[src/rtl/div_issue_ctrl_pkg.sv]
// Shared types and constants for the divider issue controller and its result cache.
package div_issue_ctrl_pkg;

  typedef enum logic [1:0] {
    DIV_  = 2'd0,
    DIVU_ = 2'd1,
    REM_  = 2'd2,
    REMU_ = 2'd3
  } div_ops_e;

  typedef enum logic {
    FREE = 1'b0,
    BUSY = 1'b1
  } fu_state_e;

  typedef enum logic [2:0] {
    IDLE  = 3'd0,
    RUN   = 3'd1,
    CAP_Q = 3'd2,
    CAP_R = 3'd3,
    RESP  = 3'd4
  } div_ctrl_state_e;

  // Enabled divider cycles from operand load to result hold.
  localparam int DIV_CYCLES_DEF = 34;

  function automatic logic op_is_signed(input div_ops_e op);
    return (op == DIV_) || (op == REM_);
  endfunction

  function automatic logic op_is_div(input div_ops_e op);
    return (op == DIV_) || (op == DIVU_);
  endfunction

endpackage

[src/rtl/div_issue_ctrl_if.sv]
// Request/response handshake bundle between the issue stage and the divider controller.
interface div_issue_ctrl_if #(
  parameter int XLEN  = 32,
  parameter int TAG_W = 4
);
  logic                         req_valid_i;
  logic                         req_ready_o;
  div_issue_ctrl_pkg::div_ops_e req_op_i;
  logic [XLEN-1:0]              req_dividend_i;
  logic [XLEN-1:0]              req_divisor_i;
  logic [TAG_W-1:0]             req_tag_i;

  logic                         resp_valid_o;
  logic                         resp_ready_i;
  logic [XLEN-1:0]              resp_result_o;
  logic [TAG_W-1:0]             resp_tag_o;
  logic                         resp_zero_div_o;

  modport master (
    output req_valid_i, req_op_i, req_dividend_i, req_divisor_i, req_tag_i, resp_ready_i,
    input  req_ready_o, resp_valid_o, resp_result_o, resp_tag_o, resp_zero_div_o
  );

  modport slave (
    input  req_valid_i, req_op_i, req_dividend_i, req_divisor_i, req_tag_i, resp_ready_i,
    output req_ready_o, resp_valid_o, resp_result_o, resp_tag_o, resp_zero_div_o
  );
endinterface

[src/rtl/div_result_cache.sv]
// Single-entry cache of the last completed division: operands, signedness, quotient and remainder.
module div_result_cache #(
  parameter int XLEN = 32
) (
  input  logic            clk_i,
  input  logic            rst_i,
  input  logic            wr_en,
  input  logic [XLEN-1:0] wr_dividend,
  input  logic [XLEN-1:0] wr_divisor,
  input  logic            wr_signed,
  input  logic [XLEN-1:0] wr_q,
  input  logic [XLEN-1:0] wr_r,
  input  logic [XLEN-1:0] lk_dividend,
  input  logic [XLEN-1:0] lk_divisor,
  input  logic            lk_signed,
  output logic            hit,
  output logic [XLEN-1:0] q,
  output logic [XLEN-1:0] r
);

  logic            valid_reg;
  logic [XLEN-1:0] dividend_reg;
  logic [XLEN-1:0] divisor_reg;
  logic            signed_reg;
  logic [XLEN-1:0] q_reg;
  logic [XLEN-1:0] r_reg;

  always_ff @(posedge clk_i) begin
    if (rst_i) begin
      valid_reg    <= 1'b0;
      dividend_reg <= '0;
      divisor_reg  <= '0;
      signed_reg   <= 1'b0;
      q_reg        <= '0;
      r_reg        <= '0;
    end else if (wr_en) begin
      valid_reg    <= 1'b1;
      dividend_reg <= wr_dividend;
      divisor_reg  <= wr_divisor;
      signed_reg   <= wr_signed;
      q_reg        <= wr_q;
      r_reg        <= wr_r;
    end
  end

  assign hit = valid_reg && (dividend_reg == lk_dividend) &&
               (divisor_reg == lk_divisor) && (signed_reg == lk_signed);
  assign q   = q_reg;
  assign r   = r_reg;

endmodule

[src/rtl/div_issue_ctrl.sv]
// Front-end for the iterative divider: special-case and cache short-cuts, divider sequencing,
// quotient/remainder capture and tagged result return.
module div_issue_ctrl
  import div_issue_ctrl_pkg::*;
#(
  parameter int XLEN       = 32,
  parameter int TAG_W      = 4,
  parameter int DIV_CYCLES = DIV_CYCLES_DEF
) (
  input  logic                   clk_i,
  input  logic                   rst_i,
  div_issue_ctrl_if.slave        bus,
  input  logic                   flush_i,
  output fu_state_e              fu_state_o,
  output logic [XLEN-1:0]        div_dividend_o,
  output logic [XLEN-1:0]        div_divisor_o,
  output div_ops_e               div_op_o,
  output logic                   div_clk_en_o,
  output logic                   div_rst_n_o,
  input  logic [XLEN-1:0]        div_result_i
);

  localparam int              CNT_W    = $clog2(DIV_CYCLES + 1);
  localparam logic [CNT_W-1:0] CNT_LAST = CNT_W'(DIV_CYCLES - 1);
  localparam logic [XLEN-1:0] INT_MIN  = {1'b1, {(XLEN-1){1'b0}}};

  div_ctrl_state_e  state_reg, state_next;
  logic [CNT_W-1:0] counter_reg, counter_next;
  div_ops_e         op_reg, op_next;
  logic [XLEN-1:0]  dividend_reg, dividend_next;
  logic [XLEN-1:0]  divisor_reg, divisor_next;
  logic [TAG_W-1:0] tag_reg, tag_next;
  logic [XLEN-1:0]  q_capt_reg, q_capt_next;
  logic             req_ready_reg, req_ready_next;
  logic             resp_valid_reg, resp_valid_next;
  logic [XLEN-1:0]  resp_result_reg, resp_result_next;
  logic [TAG_W-1:0] resp_tag_reg, resp_tag_next;
  logic             resp_zero_div_reg, resp_zero_div_next;
  logic             div_clk_en_reg, div_clk_en_next;
  div_ops_e         div_op_reg, div_op_next;
  logic             div_rst_n_reg;

  logic             req_fire;
  logic             cache_wr;
  logic             cache_hit;
  logic [XLEN-1:0]  cache_q;
  logic [XLEN-1:0]  cache_r;

  div_result_cache #(.XLEN(XLEN)) u_cache (
    .clk_i       (clk_i),
    .rst_i       (rst_i),
    .wr_en       (cache_wr),
    .wr_dividend (dividend_reg),
    .wr_divisor  (divisor_reg),
    .wr_signed   (op_is_signed(op_reg)),
    .wr_q        (q_capt_reg),
    .wr_r        (div_result_i),
    .lk_dividend (bus.req_dividend_i),
    .lk_divisor  (bus.req_divisor_i),
    .lk_signed   (op_is_signed(bus.req_op_i)),
    .hit         (cache_hit),
    .q           (cache_q),
    .r           (cache_r)
  );

  always_comb begin
    state_next         = state_reg;
    counter_next       = counter_reg;
    op_next            = op_reg;
    dividend_next      = dividend_reg;
    divisor_next       = divisor_reg;
    tag_next           = tag_reg;
    q_capt_next        = q_capt_reg;
    resp_valid_next    = resp_valid_reg;
    resp_result_next   = resp_result_reg;
    resp_tag_next      = resp_tag_reg;
    resp_zero_div_next = resp_zero_div_reg;
    cache_wr           = 1'b0;
    req_fire           = bus.req_valid_i && req_ready_reg && !flush_i;

    case (state_reg)
      IDLE: begin
        if (req_fire) begin
          op_next            = bus.req_op_i;
          dividend_next      = bus.req_dividend_i;
          divisor_next       = bus.req_divisor_i;
          tag_next           = bus.req_tag_i;
          resp_tag_next      = bus.req_tag_i;
          resp_zero_div_next = 1'b0;
          if (bus.req_divisor_i == '0) begin
            resp_result_next   = op_is_div(bus.req_op_i) ? '1 : bus.req_dividend_i;
            resp_zero_div_next = 1'b1;
            resp_valid_next    = 1'b1;
            state_next         = RESP;
          end else if (op_is_signed(bus.req_op_i) && (bus.req_dividend_i == INT_MIN) &&
                       (bus.req_divisor_i == '1)) begin
            resp_result_next = op_is_div(bus.req_op_i) ? INT_MIN : '0;
            resp_valid_next  = 1'b1;
            state_next       = RESP;
          end else if (cache_hit) begin
            resp_result_next = op_is_div(bus.req_op_i) ? cache_q : cache_r;
            resp_valid_next  = 1'b1;
            state_next       = RESP;
          end else begin
            counter_next = '0;
            state_next   = RUN;
          end
        end
      end
      RUN: begin
        counter_next = counter_reg + 1'b1;
        if (counter_reg == CNT_LAST) state_next = CAP_Q;
      end
      CAP_Q: begin
        q_capt_next = div_result_i;
        state_next  = CAP_R;
      end
      CAP_R: begin
        cache_wr           = 1'b1;
        resp_result_next   = op_is_div(op_reg) ? q_capt_reg : div_result_i;
        resp_tag_next      = tag_reg;
        resp_zero_div_next = 1'b0;
        resp_valid_next    = 1'b1;
        state_next         = RESP;
      end
      RESP: begin
        if (bus.resp_ready_i) begin
          resp_valid_next = 1'b0;
          state_next      = IDLE;
        end
      end
      default: state_next = IDLE;
    endcase

    // A flush abandons everything in flight; a capture cut short must not reach the cache.
    if (flush_i) begin
      state_next      = IDLE;
      resp_valid_next = 1'b0;
      cache_wr        = 1'b0;
    end

    req_ready_next  = (state_next == IDLE);
    div_clk_en_next = (state_next == RUN);
    case (state_next)
      RUN:     div_op_next = op_next;
      CAP_Q:   div_op_next = op_is_signed(op_next) ? DIV_ : DIVU_;
      CAP_R:   div_op_next = op_is_signed(op_next) ? REM_ : REMU_;
      default: div_op_next = div_op_reg;
    endcase
  end

  always_ff @(posedge clk_i) begin
    if (rst_i) begin
      state_reg         <= IDLE;
      counter_reg       <= '0;
      op_reg            <= DIV_;
      dividend_reg      <= '0;
      divisor_reg       <= '0;
      tag_reg           <= '0;
      q_capt_reg        <= '0;
      req_ready_reg     <= 1'b1;
      resp_valid_reg    <= 1'b0;
      resp_result_reg   <= '0;
      resp_tag_reg      <= '0;
      resp_zero_div_reg <= 1'b0;
      div_clk_en_reg    <= 1'b0;
      div_op_reg        <= DIV_;
      div_rst_n_reg     <= 1'b0;
    end else begin
      state_reg         <= state_next;
      counter_reg       <= counter_next;
      op_reg            <= op_next;
      dividend_reg      <= dividend_next;
      divisor_reg       <= divisor_next;
      tag_reg           <= tag_next;
      q_capt_reg        <= q_capt_next;
      req_ready_reg     <= req_ready_next;
      resp_valid_reg    <= resp_valid_next;
      resp_result_reg   <= resp_result_next;
      resp_tag_reg      <= resp_tag_next;
      resp_zero_div_reg <= resp_zero_div_next;
      div_clk_en_reg    <= div_clk_en_next;
      div_op_reg        <= div_op_next;
      div_rst_n_reg     <= !flush_i;
    end
  end

  assign bus.req_ready_o     = req_ready_reg;
  assign bus.resp_valid_o    = resp_valid_reg;
  assign bus.resp_result_o   = resp_result_reg;
  assign bus.resp_tag_o      = resp_tag_reg;
  assign bus.resp_zero_div_o = resp_zero_div_reg;
  assign fu_state_o          = (state_reg == IDLE) ? FREE : BUSY;
  assign div_dividend_o      = dividend_reg;
  assign div_divisor_o       = divisor_reg;
  assign div_op_o            = div_op_reg;
  assign div_clk_en_o        = div_clk_en_reg;
  assign div_rst_n_o         = div_rst_n_reg;

endmodule
[src/flat_wrapper.sv]
// flat-port wrapper written by rule: the top's interface ports become plain ports
module div_issue_ctrl_flat import div_issue_ctrl_pkg::*;
#(
  parameter int XLEN       = 32,
  parameter int TAG_W      = 4,
  parameter int DIV_CYCLES = DIV_CYCLES_DEF
)
  (clk_i, rst_i, flush_i, fu_state_o, div_dividend_o, div_divisor_o, div_op_o, div_clk_en_o, div_rst_n_o, div_result_i, bus_req_valid_i, bus_req_op_i, bus_req_dividend_i, bus_req_divisor_i, bus_req_tag_i, bus_resp_ready_i, bus_req_ready_o, bus_resp_valid_o, bus_resp_result_o, bus_resp_tag_o, bus_resp_zero_div_o);
  div_issue_ctrl_if #(.XLEN(XLEN), .TAG_W(TAG_W)) bus_i ();
  input  logic clk_i;
  input  logic rst_i;
  input  logic flush_i;
  output fu_state_e fu_state_o;
  output logic [XLEN-1:0] div_dividend_o;
  output logic [XLEN-1:0] div_divisor_o;
  output div_ops_e div_op_o;
  output logic div_clk_en_o;
  output logic div_rst_n_o;
  input  logic [XLEN-1:0] div_result_i;
  input wire logic [$bits(bus_i.req_valid_i)-1:0] bus_req_valid_i;
  input wire logic [$bits(bus_i.req_op_i)-1:0] bus_req_op_i;
  input wire logic [$bits(bus_i.req_dividend_i)-1:0] bus_req_dividend_i;
  input wire logic [$bits(bus_i.req_divisor_i)-1:0] bus_req_divisor_i;
  input wire logic [$bits(bus_i.req_tag_i)-1:0] bus_req_tag_i;
  input wire logic [$bits(bus_i.resp_ready_i)-1:0] bus_resp_ready_i;
  output wire logic [$bits(bus_i.req_ready_o)-1:0] bus_req_ready_o;
  output wire logic [$bits(bus_i.resp_valid_o)-1:0] bus_resp_valid_o;
  output wire logic [$bits(bus_i.resp_result_o)-1:0] bus_resp_result_o;
  output wire logic [$bits(bus_i.resp_tag_o)-1:0] bus_resp_tag_o;
  output wire logic [$bits(bus_i.resp_zero_div_o)-1:0] bus_resp_zero_div_o;
  assign bus_i.req_valid_i = bus_req_valid_i;
  assign bus_i.req_op_i = bus_req_op_i;
  assign bus_i.req_dividend_i = bus_req_dividend_i;
  assign bus_i.req_divisor_i = bus_req_divisor_i;
  assign bus_i.req_tag_i = bus_req_tag_i;
  assign bus_i.resp_ready_i = bus_resp_ready_i;
  assign bus_req_ready_o = bus_i.req_ready_o;
  assign bus_resp_valid_o = bus_i.resp_valid_o;
  assign bus_resp_result_o = bus_i.resp_result_o;
  assign bus_resp_tag_o = bus_i.resp_tag_o;
  assign bus_resp_zero_div_o = bus_i.resp_zero_div_o;
  div_issue_ctrl #(.XLEN(XLEN), .TAG_W(TAG_W), .DIV_CYCLES(DIV_CYCLES)) u_core (.clk_i(clk_i), .rst_i(rst_i), .bus(bus_i), .flush_i(flush_i), .fu_state_o(fu_state_o), .div_dividend_o(div_dividend_o), .div_divisor_o(div_divisor_o), .div_op_o(div_op_o), .div_clk_en_o(div_clk_en_o), .div_rst_n_o(div_rst_n_o), .div_result_i(div_result_i));
endmodule
[config.mk]
export PLATFORM = sky130hd
export DESIGN_NAME = div_issue_ctrl_flat
export DESIGN_NICKNAME = d
export VERILOG_FILES = /design/src/rtl/div_issue_ctrl_pkg.sv /design/src/rtl/div_issue_ctrl_if.sv /design/src/rtl/div_result_cache.sv /design/src/rtl/div_issue_ctrl.sv /design/src/flat_wrapper.sv
export SDC_FILE = /design/constraint.sdc
export NUM_CORES = 1
export LEC_CHECK = 0
export ABC_AREA = 1
export CAP_MARGIN = 15
export CORE_AREA = 2 2 165 231
export DETAILED_ROUTE_END_ITERATION = 10
export DIE_AREA = 0 0 167 233
export GPL_ROUTABILITY_DRIVEN = 0
export PLACE_DENSITY = 0.58
export SLEW_MARGIN = 20
export SYNTH_ARGS = -nofsm -noshare
export SYNTH_HDL_FRONTEND = slang
export SYNTH_SLANG_ARGS = --single-unit
[constraint.sdc]
create_clock -name clk_i -period 1.7 [get_ports clk_i]
set_clock_uncertainty 0.2 [all_clocks]
set_input_delay 0.34 -clock clk_i [delete_from_list [all_inputs] [get_ports clk_i]]
set_output_delay 0.34 -clock clk_i [all_outputs]
set_load 0.01 [all_outputs]
---- Yosys cells after proc, flatten, opt, wreduce, memory -nomap -nowiden ----
Index checks and enable logic that the tools add are counted.
storage, ports and cells
  register bits ........................... 284
  input port bits ......................... 107
  output and inout port bits .............. 108
  logic and storage cells ................. 116
operators by class
  add/sub/neg operators ................... 1
  eq/ne operators ......................... 24
  multiplexer cells ....................... 41
  reductions and logical operators ........ 29
operator list
  cell                  number
  $mux 32               8
  $eq 32x32->1          2
  $eq 32x32->1 const B  2
  $pmux 32 s2           1
  $logic_not 32->1      1
  $mux 6                4
  $mux 3                7
  $pmux 3 s5            1
  $eq 3x2->1 const B    4
  $mux 1                12
  $pmux 6 s2            1
  $ne 2x2->1 const B    4
  $pmux 4 s2            1
  $logic_and 1x1->1     7
  $add 6x1->6 const B   1
  $eq 2x2->1 const B    3
  $eq 3x1->1 const B    2
  $eq 6x6->1 const B    1
  $logic_not 2->1       3
  $logic_not 3->1       2
  $pmux 2 s3            1
  $reduce_bool 3->1     2
  $logic_or 1x1->1      5
  $reduce_and 5->1      1
  15 further kinds      19

---- Logic depth before layout (Yosys ltp) ----
  depth after elaboration ................. 12
  gate-level depth with buffers ........... 18
  depth with buffers taken out ............ 17

---- Hierarchy ----
A second synthesis with hierarchy kept.
unflattened totals
  cell total of the unflattened synthesis .. 1927
  area, all modules ....................... 13150.1 µm²
by module, submodules not included
  module            instances  cells an instance  area each (µm²)  seq. area each (µm²)
  div_issue_ctrl    1          1133               7472.2           3083.0
  div_result_cache  1          794                5677.9           2602.5

---- Worst setup path after synthesis ----
No wires, ideal clock.
  kind .................................... input to register
  from .................................... input port bus_req_divisor_i[15]
  to ...................................... register u_core.resp_result_reg[22] (netlist: u_core.bus.resp_result_o[22])
  library setup time ...................... 0.113 ns
  arrival time ............................ 1.571 ns
  required time ........................... 1.387 ns
  slack ................................... -0.184 ns
  stages .................................. 13
  path through ............................ nor4_1 -> nand3_1 -> nor2_4 -> nor2_4 -> nand2_1 -> inv_2 -> nand2_4 -> nand2_4 -> clkinv_4 -> buf_6 -> nand2_1 -> nand2_1 -> nor2_1
between the ends
  word-level cells in the longest chain between the ends .. 6
  elaborated cells between the ends (all ways) .. 12
  classes of those cells .................. eq/ne (3); mux (4); reduce/logical (5)
RTL lines
  element               RTL line               RTL
  start, declared       flat_wrapper.sv:23     input wire logic [$bits(bus_i.req_divisor_i)-1:0] bus_req_divisor_i;
  $eq 32x32->1          div_issue_ctrl.sv:96   (bus.req_divisor_i == '1)) begin
  $logic_and 1x1->1     div_issue_ctrl.sv:95   end else if (op_is_signed(bus.req_op_i) && (bus.req_dividend_i == INT_MIN) &&
  $mux 32               div_issue_ctrl.sv:95
  $mux 32               div_issue_ctrl.sv:90   if (bus.req_divisor_i == '0) begin
  $mux 32               div_issue_ctrl.sv:83   if (req_fire) begin
  $pmux 32 s2           div_issue_ctrl.sv:81   case (state_reg)
  end signal, assigned  div_issue_ctrl.sv:179  resp_result_reg <= resp_result_next;
  end, declared         div_issue_ctrl.sv:36   logic [XLEN-1:0] resp_result_reg, resp_result_next;
Parallel ways exist; a longest one is shown, timed or not. The select of a mux whose other input is x is not followed.
A chain may end at the register's enable or synchronous reset.

---- Final worst setup path ----
  from .................................... register u_core.u_cache.divisor_reg[12]
  to ...................................... register u_core.resp_result_reg[29] (netlist: u_core.bus.resp_result_o[29])
between the ends
  word-level cells in the longest chain between the ends .. 5
RTL lines
  element                     RTL line                RTL
  start, declared             div_result_cache.sv:23  logic [XLEN-1:0] divisor_reg;
  start signal, assigned      div_result_cache.sv:39  divisor_reg <= wr_divisor;
  $eq 32x32->1                div_result_cache.sv:47  (divisor_reg == lk_divisor) && (signed_reg == lk_signed);
  $logic_and 1x1->1           div_result_cache.sv:46  assign hit = valid_reg && (dividend_reg == lk_dividend) &&
  $logic_and 1x1->1           div_result_cache.sv:47
  $ne 4x1->1 (no line)        -
  $reduce_and 3->1 (no line)  -
Every way passes these cells.

==> results.yml <==
setup_path:
  arrival_ns: 2.51
  slowest_stage: "dfxtp_2"
  path_buf_inv: 5
  path_class: "register to register"
  cp_num_cells: 19
  r2r_cells: 19
  critPathLaunch: "u_core.u_cache.divisor_reg[12]$_SDFFE_PP0P_"
  crit_path_end_kind: "register"
  cp_max_fo: 8
  setup.worst_path.start_class: "register"
  cp.required_ns: 1.97
  crit_path_cell_trace: "inv_2, buf_6, nand2_4, nand2_2, nor2_1, nand2_1, nor2_1, nand2_1, nor2_1, nand3_2, nand2_2, inv_2, nand2_4, nand2_4, clkinv_8, clkbuf_16, nand2_2, nand2_1, nor2_1"
  cpPeakStageDelay_ns: 0.33
  crit_family: "simple AND/OR/NAND/NOR gates"
  reg2reg_from: "u_core.u_cache.divisor_reg[12]$_SDFFE_PP0P_"
  crit_top_cell: "nor2_1"
timing:
  post-route-min-period_ns: 2.24
  whs_ns: -0.0228
  tightest_slew_ns: 0.424
  max_freq_mhz: 446
  relSlewSlack_pct: 71.7
  timing.final.ws_setup_ns: -0.541
  slew_viol_final: 0
  hold_viol_final: 3
  setup_viol: 228
  period_share_pct: 132
  rsz0062_at_grt: "yes"
logic_synthesis:
  synth-simple-area-share_pct: 30.2
  ys_seq_elements: 284
  synth_top_family_by_area: "simple AND/OR/NAND/NOR gates"
  seq_area_frac_synth_pct: 44.7
  synth_cell_types: 33
  synth_warnings: 0
  avgSynthCellArea_um2: 6.63
  synth_compound_area_share_pct: 16.3
  syn-cell-area_um2: 12700
  synth_cells: 1921
  synth_xor_area_share_pct: 0.826
  synthAdderAreaFrac_pct: 0.197
  synth_mux_area_share_pct: 0
  syn_nets: 2030
routing:
  drc_errors: 0
  drtPass1Iterations: 5
  wl_um: 56600
  wl_per_cell_um: 19.5
  ant_nets: 0
  vias: 15000
  first_iter_violations: 1066
  via_per_inst: 5.18
cts:
  clock_sinks: 284
  cts_root_buffer: "clkbuf_16"
  numCtsBuffers: 30
  cts_tree: "built"
  cts_buffer_depth: 3
  clkTransAtPathRegs_ns: 0.07
  ctsHtreeMaxLevel: 1
  clk_latency_ns: 0.58
pwr:
  leakage_nw: 9.32
  p_per_area_nw_per_um2: 744
  vdd_drop_max_v: 0.000670
placed_design:
  dp_hpwl_um: 33800
  dpl_cell_area_um2: 17100
  numPortBuffers: 214
grt:
  gr-total-overflow: 0
  globalRouteTotalUtil_pct: 26.3
  grt_pass1_wl_um: 79900
  grt_pass1_vias: 14100
  antenna_found_initial: 5
  grt_max_degree: 66
status:
  status: "complete, but fails checks"
  violations: "hold timing, setup timing"
worst_hold_path:
  min_path_cells: 3
  hold_start: "bus_req_divisor_i[11]"
  min_path_type: "primary input to register"
floorplan:
  io_pins: 215
  num_rows: 83
  fp.dieW_um: 167
  dieArea_um2: 38900
  core_area_um2: 36700
  die_h_um: 233
  start_util_pct: 34.7
flow_run:
  max-cap-violations: 0
layout:
  fin_area_um2: 21500
  nNetsFinal: 2512
  layout_common_cells: "nand2_1 (434), nor2_1 (247), buf_4 (233)"
  drive_above_1_share_pct: 38.6
  utilization_pct: 58.5
  final_common_cell: "nand2_1"
  syn_to_final_growth_pct: 68.6
  nFillCells: 3224
==> what timing repair did <==
item	in CTS	in global routing
endpoints found under the hold margin	0	4
hold buffers	0	4
gates resized for setup	689	468
endpoints found under the setup margin	281	330
cloned	26	15
buffers inserted	45	42
pin swaps	42	109
==> layout make-up <==
class	instances	area, um2	share of cell area [%]
multi-input cells	1390	7630	35.6
repair buffers	564	5830	27.2
flip-flops and latches	284	5820	27.1
clock buffers	45	918	4.28
well taps	467	584	2.72
inverters	132	547	2.55
clock inverters	9	97.6	0.455
repair inverters	1	20.0	0.0933
diodes	5	12.5	0.0583
==> per-layer routing <==
layer	GRT usage (%)	vias to the layer above	routed length, um
li1	-	7124	-
met1	30.2	7076	21200
met2	47.6	628	28400
met3	4.12	176	3730
met4	12.6	2	3280
met5	0	-	15
==> kinds of logic (layout without fill, tap and decap cells) <==
logic type,after synthesis,count (layout)
AND/OR/NAND/NOR,966,966
AO/OA/AOI/OAI,410,410
flip-flops,284,284
buffers and inverters,247,751
XOR/XNOR,12,12
adder cells (fa/ha/maj),2,2
other,0,5
==> worst min-delay path: cells and delay by family <==
| kind | cells | cell delay [ns] |
|---|---|---|
| buffers and inverters | 1 | 0.17 |
| and+or+nand+nor | 2 | 0.20 |
==> power by group <==
group	internal (mW)	switching, mW
Clock	4.01	2.86
Sequential	6.81	0.153
Combinational	1.01	1.14
Total	11.8	4.15
==> synth_stat cells (all sizes together) <==
| library cell | n | area (um2) |
|---|---|---|
| nand2 | 483 | 1830 |
| nor2 | 370 | 1410 |
| dfxtp | 284 | 5690 |
| o21ai | 271 | 1360 |
| inv | 127 | 477 |
| a21oi | 124 | 621 |
| clkbuf | 92 | 345 |
| nand3 | 80 | 405 |
| buf | 23 | 143 |
| nand4 | 14 | 87.6 |
| xnor2 | 12 | 105 |
| nor3 | 10 | 60.1 |
| o22ai | 6 | 37.5 |
| a31oi | 5 | 31.3 |
| clkinv | 5 | 23.8 |
| nor4 | 5 | 31.3 |
| a21boi | 2 | 15.0 |
| ha | 2 | 25.0 |
| or2 | 2 | 12.5 |
| and2 | 1 | 6.26 |
| nand3b | 1 | 7.51 |
| o211ai | 1 | 7.51 |
| o21bai | 1 | 7.51 |
==> stage by stage <==
step / hold WS (ns) / setup WS (ns) / TNS (ns) / instances / total power, mW
after global routing: 0.00588 / -0.702 / -59.62 / 2893 / 16.4
after global placement: 0.218 / -1.37 / -123.74 / 2717 / 8.81
after floorplan: 0.200 / -0.147 / -4.37 / 1921 / 7.64
after detailed placement: 0.227 / -1.40 / -127.04 / 2717 / 8.81
after CTS: 0.0212 / -0.499 / -33.12 / 2842 / 15.8
final: -0.0228 / -0.541 / -40.94 / 2897 / 16.0
==> final timing paths <==
kind | slack (ns) | endpoint
min reg2reg | 0.25 | u_core.u_cache.divisor_reg[23]$_SDFFE_PP0P_
min | -0.02 | u_core.div_divisor_o[11]$_SDFFE_PP0P_
max reg2reg | -0.54 | u_core.bus.resp_result_o[29]$_SDFFE_PP0P_
max | -0.54 | u_core.bus.resp_result_o[29]$_SDFFE_PP0P_
No activity file was read; power rests on OpenSTA's default activity.
